--- src/rtl/bsg_manycore_print_stat_pkg.sv ---
// Shared definitions for the print-stat sender and the host-side snoop:
// packet op codes, the print-stat EPA, tag field layout and the sender FSM states.
package bsg_manycore_print_stat_pkg;

  // Word address of the print-stat register in the host EPA space.
  localparam int print_stat_epa_gp = 'h0_0D0C >> 2;

  // Tag layout, decoded by bsg_print_stat_snoop on the host link.
  localparam int print_stat_type_offset_gp       = 0;
  localparam int print_stat_type_width_gp        = 4;
  localparam int print_stat_tile_group_offset_gp = 4;
  localparam int print_stat_tile_group_width_gp  = 14;
  localparam int print_stat_tag_offset_gp        = 18;
  localparam int print_stat_tag_width_gp         = 14;

  typedef enum logic [1:0] {
    e_remote_load  = 2'b00,
    e_remote_store = 2'b01,
    e_remote_amo   = 2'b10,
    e_cache_op     = 2'b11
  } bsg_manycore_packet_op_e;

  typedef enum logic [1:0] {
    e_idle,
    e_drain,
    e_flush_wait,
    e_done
  } print_stat_state_e;

  function automatic int bsg_manycore_packet_width(int addr_w, int data_w, int x_w, int y_w);
    return addr_w + 2 + 4 + 5 + data_w + 2 * x_w + 2 * y_w;
  endfunction

endpackage

--- src/rtl/bsg_manycore_print_stat_sender_if.sv ---
// Tag intake and packet output handshakes of the print-stat sender.
interface bsg_manycore_print_stat_sender_if #(
  parameter int x_cord_width_p = 7,
  parameter int y_cord_width_p = 7,
  parameter int addr_width_p   = 28,
  parameter int data_width_p   = 32,
  localparam int packet_width_lp = bsg_manycore_print_stat_pkg::bsg_manycore_packet_width(
    addr_width_p, data_width_p, x_cord_width_p, y_cord_width_p)
);
  logic                       tag_v_i;
  logic [data_width_p-1:0]    tag_i;
  logic                       tag_ready_o;
  logic                       packet_v_o;
  logic [packet_width_lp-1:0] packet_o;
  logic                       packet_ready_i;

  modport master (
    input  tag_v_i, tag_i, packet_ready_i,
    output tag_ready_o, packet_v_o, packet_o
  );

  modport slave (
    output tag_v_i, tag_i, packet_ready_i,
    input  tag_ready_o, packet_v_o, packet_o
  );
endinterface

--- src/rtl/bsg_two_fifo.sv ---
// Two-entry registered FIFO; ready_o depends only on occupancy, never on yumi_i.
module bsg_two_fifo #(
  parameter int width_p = 32
) (
  input  logic               clk_i,
  input  logic               reset_n_i,
  input  logic               v_i,
  input  logic [width_p-1:0] data_i,
  output logic               ready_o,
  output logic               v_o,
  output logic [width_p-1:0] data_o,
  input  logic               yumi_i
);
  logic [width_p-1:0] mem_reg [2];
  logic               wr_ptr_reg;
  logic               rd_ptr_reg;
  logic [1:0]         count_reg;
  logic               enq;
  logic               deq;

  assign ready_o = (count_reg != 2'd2);
  assign v_o     = (count_reg != 2'd0);
  assign data_o  = mem_reg[rd_ptr_reg];
  assign enq     = v_i & ready_o;
  assign deq     = yumi_i & v_o;

  always_ff @(posedge clk_i or negedge reset_n_i) begin
    if (!reset_n_i) begin
      wr_ptr_reg <= 1'b0;
      rd_ptr_reg <= 1'b0;
      count_reg  <= 2'd0;
    end else begin
      if (enq) wr_ptr_reg <= ~wr_ptr_reg;
      if (deq) rd_ptr_reg <= ~rd_ptr_reg;
      count_reg <= count_reg + {1'b0, enq} - {1'b0, deq};
    end
  end

  // Storage needs no reset: an entry is only read after it was written.
  always_ff @(posedge clk_i) begin
    if (enq) mem_reg[wr_ptr_reg] <= data_i;
  end
endmodule

--- src/rtl/bsg_manycore_print_stat_sender.sv ---
// Turns stat tags into remote stores to the host print-stat EPA, with an
// outstanding-credit limiter and a flush handshake that waits for all returns.
module bsg_manycore_print_stat_sender
  import bsg_manycore_print_stat_pkg::*;
#(
  parameter int x_cord_width_p    = 7,
  parameter int y_cord_width_p    = 7,
  parameter int addr_width_p      = 28,
  parameter int data_width_p      = 32,
  parameter int max_out_credits_p = 16,
  localparam int credit_width_lp  = $clog2(max_out_credits_p + 1)
) (
  input  logic                       clk_i,
  input  logic                       reset_n_i,
  input  logic [x_cord_width_p-1:0]  my_x_i,
  input  logic [y_cord_width_p-1:0]  my_y_i,
  input  logic [x_cord_width_p-1:0]  host_x_i,
  input  logic [y_cord_width_p-1:0]  host_y_i,
  bsg_manycore_print_stat_sender_if.master link_if,
  input  logic                       credit_return_v_i,
  input  logic                       flush_v_i,
  output logic                       flush_done_o,
  output logic [credit_width_lp-1:0] out_credits_o,
  output logic [31:0]                sent_count_o,
  output logic                       error_o
);
  typedef struct packed {
    logic [addr_width_p-1:0]   addr;
    bsg_manycore_packet_op_e   op;
    logic [3:0]                op_ex;
    logic [4:0]                reg_id;
    logic [data_width_p-1:0]   payload;
    logic [y_cord_width_p-1:0] src_y_cord;
    logic [x_cord_width_p-1:0] src_x_cord;
    logic [y_cord_width_p-1:0] y_cord;
    logic [x_cord_width_p-1:0] x_cord;
  } packet_s;

  localparam logic [credit_width_lp-1:0] max_credits_lp = credit_width_lp'(max_out_credits_p);

  print_stat_state_e          state_reg, state_next;
  logic [credit_width_lp-1:0] credits_reg, credits_next;
  logic                       error_reg, error_next;
  logic [31:0]                sent_count_reg;
  logic                       ready_en_reg;
  logic                       fifo_ready, fifo_v;
  logic [data_width_p-1:0]    fifo_data;
  logic                       tag_ready, packet_v, send, flush_done;
  packet_s                    packet_lo;

  bsg_two_fifo #(.width_p(data_width_p)) tag_fifo (
    .clk_i     (clk_i),
    .reset_n_i (reset_n_i),
    .v_i       (link_if.tag_v_i & tag_ready),
    .data_i    (link_if.tag_i),
    .ready_o   (fifo_ready),
    .v_o       (fifo_v),
    .data_o    (fifo_data),
    .yumi_i    (send)
  );

  always_comb begin
    packet_lo            = '0;
    packet_lo.addr       = addr_width_p'(print_stat_epa_gp);
    packet_lo.op         = e_remote_store;
    packet_lo.op_ex      = 4'b1111;
    packet_lo.reg_id     = 5'd0;
    packet_lo.payload    = fifo_data;
    packet_lo.src_y_cord = my_y_i;
    packet_lo.src_x_cord = my_x_i;
    packet_lo.y_cord     = host_y_i;
    packet_lo.x_cord     = host_x_i;
  end

  // A return that coincides with a send cancels it; a return at full credits is an error.
  always_comb begin
    credits_next = credits_reg;
    error_next   = error_reg;
    if (credit_return_v_i && !send) begin
      if (credits_reg == max_credits_lp) error_next = 1'b1;
      else credits_next = credits_reg + credit_width_lp'(1);
    end else if (send && !credit_return_v_i) begin
      credits_next = credits_reg - credit_width_lp'(1);
    end
  end

  always_comb begin
    state_next = state_reg;
    tag_ready  = ready_en_reg & fifo_ready & (state_reg == e_idle);
    packet_v   = fifo_v & (credits_reg != '0) & (state_reg != e_flush_wait);
    flush_done = 1'b0;
    send       = packet_v & link_if.packet_ready_i;
    unique case (state_reg)
      e_idle:       if (flush_v_i) state_next = e_drain;
      e_drain:      if (!fifo_v) state_next = e_flush_wait;
      e_flush_wait: if (credits_next == max_credits_lp) state_next = e_done;
      e_done: begin
        flush_done = 1'b1;
        state_next = e_idle;
      end
      default:      state_next = e_idle;
    endcase
  end

  always_ff @(posedge clk_i or negedge reset_n_i) begin
    if (!reset_n_i) begin
      state_reg      <= e_idle;
      credits_reg    <= max_credits_lp;
      error_reg      <= 1'b0;
      sent_count_reg <= 32'd0;
      ready_en_reg   <= 1'b0;
    end else begin
      state_reg      <= state_next;
      credits_reg    <= credits_next;
      error_reg      <= error_next;
      ready_en_reg   <= 1'b1;
      if (send) sent_count_reg <= sent_count_reg + 32'd1;
    end
  end

  assign link_if.tag_ready_o = tag_ready;
  assign link_if.packet_v_o  = packet_v;
  assign link_if.packet_o    = packet_lo;
  assign flush_done_o        = flush_done;
  assign out_credits_o       = credits_reg;
  assign sent_count_o        = sent_count_reg;
  assign error_o             = error_reg;
endmodule
--- src/flat_wrapper.sv ---
// flat-port wrapper written by rule: the top's interface ports become plain ports
module bsg_manycore_print_stat_sender_flat import bsg_manycore_print_stat_pkg::*;
#(
  parameter int x_cord_width_p    = 7,
  parameter int y_cord_width_p    = 7,
  parameter int addr_width_p      = 28,
  parameter int data_width_p      = 32,
  parameter int max_out_credits_p = 16,
  localparam int credit_width_lp  = $clog2(max_out_credits_p + 1)
)
  (clk_i, reset_n_i, my_x_i, my_y_i, host_x_i, host_y_i, credit_return_v_i, flush_v_i, flush_done_o, out_credits_o, sent_count_o, error_o, link_if_tag_v_i, link_if_tag_i, link_if_packet_ready_i, link_if_tag_ready_o, link_if_packet_v_o, link_if_packet_o);
  bsg_manycore_print_stat_sender_if #(.x_cord_width_p(x_cord_width_p), .y_cord_width_p(y_cord_width_p), .addr_width_p(addr_width_p), .data_width_p(data_width_p)) link_if_i ();
  input  logic clk_i;
  input  logic reset_n_i;
  input  logic [x_cord_width_p-1:0] my_x_i;
  input  logic [y_cord_width_p-1:0] my_y_i;
  input  logic [x_cord_width_p-1:0] host_x_i;
  input  logic [y_cord_width_p-1:0] host_y_i;
  input  logic credit_return_v_i;
  input  logic flush_v_i;
  output logic flush_done_o;
  output logic [credit_width_lp-1:0] out_credits_o;
  output logic [31:0] sent_count_o;
  output logic error_o;
  input wire logic [$bits(link_if_i.tag_v_i)-1:0] link_if_tag_v_i;
  input wire logic [$bits(link_if_i.tag_i)-1:0] link_if_tag_i;
  input wire logic [$bits(link_if_i.packet_ready_i)-1:0] link_if_packet_ready_i;
  output wire logic [$bits(link_if_i.tag_ready_o)-1:0] link_if_tag_ready_o;
  output wire logic [$bits(link_if_i.packet_v_o)-1:0] link_if_packet_v_o;
  output wire logic [$bits(link_if_i.packet_o)-1:0] link_if_packet_o;
  assign link_if_i.tag_v_i = link_if_tag_v_i;
  assign link_if_i.tag_i = link_if_tag_i;
  assign link_if_i.packet_ready_i = link_if_packet_ready_i;
  assign link_if_tag_ready_o = link_if_i.tag_ready_o;
  assign link_if_packet_v_o = link_if_i.packet_v_o;
  assign link_if_packet_o = link_if_i.packet_o;
  bsg_manycore_print_stat_sender #(.x_cord_width_p(x_cord_width_p), .y_cord_width_p(y_cord_width_p), .addr_width_p(addr_width_p), .data_width_p(data_width_p), .max_out_credits_p(max_out_credits_p)) u_core (.clk_i(clk_i), .reset_n_i(reset_n_i), .my_x_i(my_x_i), .my_y_i(my_y_i), .host_x_i(host_x_i), .host_y_i(host_y_i), .link_if(link_if_i), .credit_return_v_i(credit_return_v_i), .flush_v_i(flush_v_i), .flush_done_o(flush_done_o), .out_credits_o(out_credits_o), .sent_count_o(sent_count_o), .error_o(error_o));
endmodule
--- config.mk ---
export PLATFORM = sky130hd
export DESIGN_NAME = bsg_manycore_print_stat_sender_flat
export DESIGN_NICKNAME = d
export VERILOG_FILES = /design/src/rtl/bsg_manycore_print_stat_pkg.sv /design/src/rtl/bsg_manycore_print_stat_sender_if.sv /design/src/rtl/bsg_two_fifo.sv /design/src/rtl/bsg_manycore_print_stat_sender.sv /design/src/flat_wrapper.sv
export SDC_FILE = /design/constraint.sdc
export NUM_CORES = 1
export LEC_CHECK = 0
export BUFFER_PORTS_ARGS = -buffer_cell sky130_fd_sc_hd__buf_4
export CORE_MARGIN = 3
export CORE_UTILIZATION = 40
export DETAILED_ROUTE_END_ITERATION = 8
export PLACE_DENSITY_LB_ADDON = 0.05
export SKIP_CTS_REPAIR_TIMING = 1
export SLEW_MARGIN = 40
export SYNTH_ARGS = -nofsm -noshare
export SYNTH_HDL_FRONTEND = slang
export SYNTH_SLANG_ARGS = --single-unit
--- constraint.sdc ---
create_clock -name clk_i -period 4.12 [get_ports clk_i]
set_input_delay 0.412 -clock clk_i [delete_from_list [all_inputs] [get_ports clk_i]]
set_output_delay 0.412 -clock clk_i [all_outputs]
set_load 0.005 [all_outputs]
Word level (Yosys, flattened, before mapping)
Memory sizes are Yosys's and may differ from the RTL's.
Cells that the tools add are included.
{ "totals": {"out_inout_bits": 140, "latch_bits": 0, "ramBits": 64, "mem_count": 1, "rom_bits": 0, "word_cells": 53, "input_bits": 66, "register_bits": 45} }
{ "mem_list": {"columns": ["name", "depth", "word_bits", "rd", "rd_ports_with_merged_regs", "wr", "line_no", "text"], "rows": [
  ["u_core.tag_fifo.mem_reg", 2, 32, 1, 0, 1, "bsg_two_fifo.sv:14", "logic [width_p-1:0] mem_reg [2];"]
]} }
{ "op_classes": {"n_bitwise": 10, "reduce_logical": 9, "n_lt_le_gt_ge": 0, "div_mod_pow": 0, "eq_ne": 10, "shift": 0, "muxes": 10, "n_mul": 0, "n_addsub": 5} }
{ "ops": {"columns": ["op", "count"], "rows": [
  ["adder 32 x 1 -> 32 bit, second input constant", 1],
  ["2-to-1 mux 5 bit", 3],
  ["equality test 5 bit, second input constant", 2],
  ["AND 1 bit", 8],
  ["inequality test 2 bit, second input constant", 4],
  ["case mux 2 bit (4 select lines)", 1],
  ["2-to-1 mux 2 bit", 3],
  ["adder 5 x 1 -> 5 bit, second input constant", 1],
  ["nonzero test 5 bit", 1],
  ["subtractor 5 x 1 -> 5 bit, second input constant", 1],
  ["equality test 2 bit, second input constant", 2],
  ["2-to-1 mux 1 bit", 3],
  ["AND reduction 3 bit", 1],
  ["adder 2 x 1 -> 2 bit", 1],
  ["equality test 2 x 1 -> 1 bit, second input constant", 1],
  ["logical AND 1 bit", 2],
  ["zero test 1 bit", 2],
  ["zero test 2 bit", 1],
  ["inequality test 2 x 1 -> 1 bit, second input constant", 1],
  ["inverter 1 bit", 2],
  ["AND reduction 2 bit", 1],
  ["nonzero test 2 bit", 1],
  ["subtractor 2 x 1 -> 2 bit", 1]
]} }

Logic depth before layout (Yosys ltp)
Gate-level depths: netlist of the first run.
{ "depth": {"depth_word": 10, "depth_mapped": 11} }

Modules after synthesis
Synthesis of the first run repeated with hierarchy kept, for this count alone.
{ "unflattened": {"hier_cells": 392, "hier_area_um2": 5281.3} }
{ "by_module_without_submodules": {"columns": ["module", "area_per_inst_um2", "cells_per_inst", "seq_area_each_um2", "n_inst"], "rows": [
  ["bsg_manycore_print_stat_sender", 2761.4, 275, 1027.2, 1],
  ["bsg_two_fifo", 2519.9, 117, 2021.9, 1]
]} }

Worst setup path after synthesis of the first run
No wires, ideal clock.
{ "synth_timing": {"kind": "reg2reg", "from": "reg u_core.state_reg[0]", "to": "mem u_core.tag_fifo.mem_reg[0][0], enable pin", "slack_ns": 1.298, "path_stages_with_launch": 7, "t_arrival_ns": 2.401, "path_buffers": 0, "cell_sequence": "dfrtp_1 -> inv_1 -> ha_1 -> nand2_1 -> a21oi_1 -> nand2_1 -> nor2_1"} }
{ "synth_between": {"elab_chain_cells": 6} }
{ "synth_lines": {"columns": ["element", "line_no", "text"], "rows": [
  ["start: declaration", "bsg_manycore_print_stat_sender.sv:41", "print_stat_state_e state_reg, state_next;"],
  ["start signal: assignment", "bsg_manycore_print_stat_sender.sv:107", "state_reg <= e_idle;"],
  ["start signal: assignment", "bsg_manycore_print_stat_sender.sv:113", "state_reg <= state_next;"],
  ["zero test 2 bit", "bsg_manycore_print_stat_sender.sv:89", "tag_ready = ready_en_reg & fifo_ready & (state_reg == e_idle);"],
  ["AND 1 bit", "bsg_manycore_print_stat_sender.sv:89", null],
  ["via link_if_tag_ready_o", "flat_wrapper.sv:28", "output wire logic [$bits(link_if_i.tag_ready_o)-1:0] link_if_tag_ready_o;"],
  ["AND 1 bit", "bsg_manycore_print_stat_sender.sv:54", ".v_i (link_if.tag_v_i & tag_ready),"],
  ["AND 1 bit", "bsg_two_fifo.sv:24", "assign enq = v_i & ready_o;"],
  ["2-to-1 mux 1 bit", "bsg_two_fifo.sv:41", "if (enq) mem_reg[wr_ptr_reg] <= data_i;"],
  ["2-to-1 mux 1 bit (implied by the code)", "bsg_two_fifo.sv:41", null],
  ["end: declaration", "bsg_two_fifo.sv:14", null]
]} }
The timed path passes the listed nets, and every way through them passes these cells.

Final worst setup path of the first run
{ "layout_timing": {"from": "reg u_core.credits_reg[1] (netlist: u_core.out_credits_o[1])", "to": "reg u_core.state_reg[1]"} }
{ "layout_between": {"elab_chain_cells": 10} }
{ "layout_lines": {"columns": ["element", "line_no", "text"], "rows": [
  ["start: declaration", "bsg_manycore_print_stat_sender.sv:42", "logic [credit_width_lp-1:0] credits_reg, credits_next;"],
  ["start signal: assignment", "bsg_manycore_print_stat_sender.sv:108", "credits_reg <= max_credits_lp;"],
  ["start signal: assignment", "bsg_manycore_print_stat_sender.sv:114", "credits_reg <= credits_next;"],
  ["nonzero test 5 bit", "bsg_manycore_print_stat_sender.sv:90", "packet_v = fifo_v & (credits_reg != '0) & (state_reg != e_flush_wait);"],
  ["AND 1 bit (2 in a row)", "bsg_manycore_print_stat_sender.sv:90", null],
  ["AND 1 bit", "bsg_manycore_print_stat_sender.sv:92", "send = packet_v & link_if.packet_ready_i;"],
  ["logical AND 1 bit or zero test 1 bit (tied branches)", "bsg_manycore_print_stat_sender.sv:82, bsg_manycore_print_stat_sender.sv:79", null],
  ["2-to-1 mux 5 bit or logical AND 1 bit (tied branches)", "bsg_manycore_print_stat_sender.sv:82, bsg_manycore_print_stat_sender.sv:79", null],
  ["2-to-1 mux 5 bit (*)", "bsg_manycore_print_stat_sender.sv:79", "if (credit_return_v_i && !send) begin"],
  ["via u_core.credits_next[1]", "bsg_manycore_print_stat_sender.sv:42", null],
  ["equality test 5 bit (*)", "bsg_manycore_print_stat_sender.sv:96", "e_flush_wait: if (credits_next == max_credits_lp) state_next = e_done;"],
  ["inequality test 2 x 1 -> 1 bit (no line) (*)", null, null],
  ["AND reduction 3 bit (no line) (*)", null, null]
]} }
Mark *: on every way through the listed nets, which the timed path passes. The rest lies on a longest branch.
A chain may end at the register's enable or synchronous reset.

==> results.toml, run 1 <==
[sta]
slew-limit-headroom_pct = 59.8
finalCritPeriodShare_pct = 63.4
slew_viol_final = 0
setup-violations-final = 0
fin_crit_ps = 2610
clock.fmax_ghz = 0.383
finClkSkew_ps = 6.76
rsz0062_at_grt = "no"
worst_slack_ps = 1510
final-hold-violation-count = 0
tightestPinTransition_ps = 598
hold_slack_ps = 59.6
setup-tns-final_ps = 0

[power]
leakagePower_nw = 2.59
finalPower_w = 0.00334
internal_power_w = 0.00229
combPwrFrac_pct = 32.3
clkPwrFrac_pct = 24.6
seqPwrFrac_pct = 43.0
switchingPower_w = 0.00105
p_sw_share_pct = 31.3
power.density_mw_per_mm2 = 540
irDropWorstVdd_v = 0.000281

[floorplanning]
start_util_pct = 41.1
std_cell_rows = 41
fp.coreArea_mm2 = 0.0127
die_width_um = 120
die_h_um = 120
dieArea_mm2 = 0.0144
io_pins = 206

[cts]
path_clk_slew_ps = 70
clkLatencyLatePin_ps = 350
cts_buffer_depth = 2
numCtsBuffers = 9
cts_tree = "yes"
cts.sinks = 109
cts_root_buffer = "clkbuf_16"
cts_max_level = 3

[finish]
insertedDiodeCount = 0
area_growth_pct = 18.6
nets = 553
stdcell_count = 653
largest_register_ffs = 64
fillers = 1162
drive_above_1_share_pct = 37.6

[critical_path]
r2r_end = "u_core.state_reg[1]"
start_kind = "flip-flop"
crit_chain = "inv_1 > ha_1 > or4b_4 > nand3_4 > mux2_4 > nor4_4 > a31oi_1 > mux2_1"
startpoint = "u_core.out_credits_o[1]"
reg2reg_depth = 8
ff2ff_setup_slack_ps = 1510
timing.rr.start = "u_core.out_credits_o[1]"
crit_type = "reg -> reg"
crit_path_end_kind = "flip-flop"
cp_top_family = "simple AND/OR/NAND/NOR gates"
crit_fanout = 10
slowest_delay_ps = 500
arrival_ps = 2850
crit_slowest_cell = "or4b_4"
worstPathRequired_ps = 4350
cp_num_buf_inv = 1

[synthesis]
synthFlopType = "edfxtp_1"
synth_area_leaders = "edfxtp_1, dfrtp_1, buf_4"
ys_ff_latch = 109
synth_top_area_cell = "edfxtp_1"
synth.most_common_cell = "buf_4"
synth_top_area_share_pct = 36.9
ys_types = 51
synth.top_cells.by_count = "buf_4, edfxtp_1, dfrtp_1"
ys_async_sr_fraction_pct = 41.3
syn_avg_cell_area_um2 = 13.4
netlist_area_mm2 = 0.00521
synth_edf_count = 64
synth_seq_area_share_pct = 58.5
yosys_warnings = 0
synthCells = 388

[run_status]
outcome = "finished clean"

[detailed_routing]
wl_mm = 9.91
drtIter0Drc = 213
wl_per_cell_um = 15.2
firstDrtPassIters = 4
via_per_inst = 4.71
vias = 3073
drc = 0
postRouteAntennaNets = 0

[global_routing]
grt_max_degree = 46
grt-ovfl-total = 0
grt_pass1_vias = 2944
grt_antenna_before_repair = 0
grtUsageTotal_pct = 13.9
grt_first_pass_wirelength_mm = 15.5

[place]
dp_hpwl_mm = 6.93
portBuffers = 110
dp_cells = 637
gp_congestion = 0.770
place_ws_ps = 1540

[flow_run]
cap_violations = 0

[min_path]
hold_path_class = "in -> async"
==> per-stage QoR <==
step	cell area (µm²)	utilization [%]
detailed placement	5900	46.6
global placement	5870	46.3
global route	6180	48.8
floorplan	5360	-
CTS	6180	48.8
finish	6180	48.8
==> cell type report <==
| class | instances | area, µm² | area share [%] |
|---|---|---|---|
| well taps | 172 | 215 | 3.48 |
| flip-flops and latches | 109 | 3050 | 49.3 |
| repair buffers | 114 | 871 | 14.1 |
| inverters | 11 | 41.3 | 0.668 |
| clock inverters | 7 | 57.6 | 0.931 |
| multi-input cells | 231 | 1720 | 27.9 |
| clock buffers | 9 | 225 | 3.64 |
==> power groups by stage <==
stage / logic, W / clock network, W / registers [W]
after detailed placement: 0.00109 / 0 / 0.00146
after CTS: 0.00110 / 0.000861 / 0.00144
after global routing: 0.00121 / 0.000901 / 0.00146
after floorplan: 0.000733 / 0 / 0.00142
final: 0.00108 / 0.000823 / 0.00144
after global placement: 0.00109 / 0 / 0.00146
==> worst max-delay path by stage <==
stage                                    endpoint  slack [ps]  depth (start not counted)
detailed placement            u_core.state_reg[1]        1540                          8
finish                        u_core.state_reg[1]        1510                          8
floorplan           u_core.tag_fifo.mem_reg[0][0]        1300                          6
global route                  u_core.state_reg[1]        1320                          8
CTS                           u_core.state_reg[1]        1490                          8
global placement              u_core.state_reg[1]        1580                          8
==> metal layers <==
metal	GRT usage (%)	routed length, µm	vias to the layer above
met4	5.30	160	0
met5	0	0	-
li1	-	-	1450
met1	18.3	4350	1487
met2	21.1	4670	121
met3	4.95	734	15
==> logic make-up (layout without fill, tap and decap cells) <==
logic type      after synthesis  after routing  share of synthesized area (%)
compound gates               24             24                           3.31
xor+xnor                     36             36                           6.05
fa+ha+maj                    11             11                           2.64
buf+inv                      86            141                           11.3
flops                       109            109                           58.5
mux                          35             35                           7.61
other cells                   2             40                          0.144
simple gates                 85             85                           10.4
==> layout by cell type (no fill, tap or decap), types with 4 or more instances in the layout <==
| cell type | instances |
|---|---|
| nand2_1 | 21 |
| clkbuf_16 | 9 |
| conb_1 | 40 |
| nand4_1 | 9 |
| ha_1 | 11 |
| edfxtp_1 | 64 |
| xnor2_1 | 33 |
| a31oi_1 | 5 |
| o21ai_0 | 4 |
| buf_4 | 112 |
| dfrtp_1 | 44 |
| inv_1 | 11 |
| nand3_1 | 16 |
| and2_1 | 4 |
| and4_1 | 5 |
| nor2_1 | 6 |
| mux2_2 | 32 |
Power figures use the tool's default switching activity.
==> run 2, diff against run 1 <==
==> constraint.sdc (replaced) <==
create_clock -name clk_i -period 2.5 [get_ports clk_i]
set_input_delay 0.25 -clock clk_i [delete_from_list [all_inputs] [get_ports clk_i]]
set_output_delay 0.25 -clock clk_i [all_outputs]
set_load 0.005 [all_outputs]
==> run 2 against run 1 <==
Against the previous run:
- hold slack gained 31 ps
- non-clock buffer count grew 7
- die area is the same
- global-route usage grew 0.33 points
- design area grew 1.9%
- setup slack lost 1400 ps
- combinational power grew 79%
- cell count grew 1.1%
==> results.toml, run 2 (synthesis results as in run 1) <==
[run_status]
outcome = "finished clean"

[global_routing]
grt-ovfl-total = 0
grt_antenna_before_repair = 0
grt_pass1_vias = 3112
grt_max_degree = 46
grtUsageTotal_pct = 14.3
grt_first_pass_wirelength_mm = 16.1

[critical_path]
r2r_end = "u_core.sent_count_o[26]"
ff2ff_setup_slack_ps = 130
crit_chain = "inv_1 > ha_1 > o21ba_4 > nand3_4 > buf_4 > or4_4 > nor2_4 > nand3_1 > xnor2_1"
crit_type = "reg -> reg"
reg2reg_depth = 9
crit_slowest_cell = "or4_4"
start_kind = "flip-flop"
slowest_delay_ps = 580
startpoint = "u_core.state_reg[0]"
worstPathRequired_ps = 2730
cp_num_buf_inv = 2
crit_fanout = 8
cp_top_family = "simple AND/OR/NAND/NOR gates"
crit_path_end_kind = "flip-flop"
timing.rr.start = "u_core.state_reg[0]"
arrival_ps = 2600
worst-path-stages = 9
cp-endpoint = "u_core.sent_count_o[26]"

[cts]
clkLatencyLatePin_ps = 340
cts_tree = "yes"
cts_buffer_depth = 2
path_clk_slew_ps = 70
cts.sinks = 109
cts_root_buffer = "clkbuf_16"
numCtsBuffers = 9
cts_max_level = 3

[sta]
setup-tns-final_ps = 0
rsz0062_at_grt = "no"
setup-violations-final = 0
finClkSkew_ps = 6.23
fin_crit_ps = 2370
tightestPinTransition_ps = 590
slew_viol_final = 0
slew-limit-headroom_pct = 60.7
clock.fmax_ghz = 0.421
final-hold-violation-count = 0
finalCritPeriodShare_pct = 94.9

[finish]
area_growth_pct = 20.9
mostFrequentLayoutCells = "buf_4, edfxtp_1, dfrtp_1"
insertedDiodeCount = 0
nets = 560
drive_above_1_share_pct = 38.3
largest_register_ffs = 64
final_area_mm2 = 0.00630
final_common_cell = "buf_4"

[min_path]
min_from = "link_if_tag_i[12]"
hold_path_class = "in -> reg"

[power]
seqPwrFrac_pct = 40.4
irDropWorstVdd_v = 0.000512
clkPwrFrac_pct = 26.4
power.density_mw_per_mm2 = 921
p_sw_share_pct = 29.5
combPwrFrac_pct = 33.3
leakagePower_nw = 2.64
internal_power_w = 0.00409
switchingPower_w = 0.00171

[place]
gp_congestion = 0.791
portBuffers = 110
dpl_cell_area_mm2 = 0.00596
dp_hpwl_mm = 7.15

[flow_run]
cap_violations = 0

[detailed_routing]
vias = 3105
via_per_inst = 4.70
firstDrtPassIters = 4
wl_per_cell_um = 15.4
wl_mm = 10.2
drc = 0
drtIter0Drc = 155
postRouteAntennaNets = 0

[floorplanning]
die_h_um = 120
io_pins = 206
dieArea_mm2 = 0.0144
fp.coreArea_mm2 = 0.0127
std_cell_rows = 41
die_width_um = 120
start_util_pct = 41.1
==> run 2: changes by cell type in the layout (fill, tap and decap cells not counted), moves of 2 or more <==
cell | previous run | this run
bufinv_16 | 0 | 2
clkinv_4 | 3 | 0
buf_8 | 2 | 0
inv_8 | 2 | 0
clkbuf_1 | 0 | 3
buf_4 | 112 | 118
buf_12 | 0 | 2
==> run 2: through the flow <==
stage	hold WS, ps	util, %	std cells	worst slack, ps	power [W]
final	91.0	49.7	660	126	0.00581
after global routing	69.1	49.7	660	19.9	0.00619
after CTS	-73.3	49.5	659	29.0	0.00585
after detailed placement	301	47.0	643	55.1	0.00428
after global placement	306	47.0	643	88.1	0.00427
after floorplan	-45.6	-	426	61.9	0.00355
==> run 2: worst min path at each step <==
stage,endpoint,depth (start not counted),slack [ps]
global route,u_core.tag_fifo.mem_reg[0][0],1,70
detailed placement,u_core.sent_count_o[20],1,300
floorplan,u_core.error_o,0,-50
CTS,u_core.sent_count_o[20],1,-70
finish,u_core.tag_fifo.mem_reg[1][12],1,90
global placement,u_core.sent_count_o[20],1,310
==> run 2: layout make-up <==
class | count | area (µm²)
Timing Repair Buffer | 121 | 936
Clock buffer | 13 | 250
Multi-Input combinational cell | 231 | 1740
Fill cell | 1143 | 6370
Clock inverter | 3 | 68.8
Tap cell | 172 | 215
Inverter | 11 | 41.3
Sequential cell | 109 | 3050
==> run 2: power groups by stage <==
stage               Sequential (W)  Combinational (W)  Clock (W)
floorplan                  0.00234            0.00121          0
global placement           0.00237            0.00190          0
detailed placement         0.00237            0.00191          0
CTS                        0.00234            0.00192    0.00158
global route               0.00238            0.00214    0.00167
finish                     0.00234            0.00193    0.00153
==> run 2: metal layers <==
metal,vias to the layer above,GRT usage [%],routed length [µm]
li1,1465,-,-
met1,1531,19.0,4430
met2,95,22.3,4910
met3,14,4.01,658
met4,0,5.30,164
met5,-,0,0
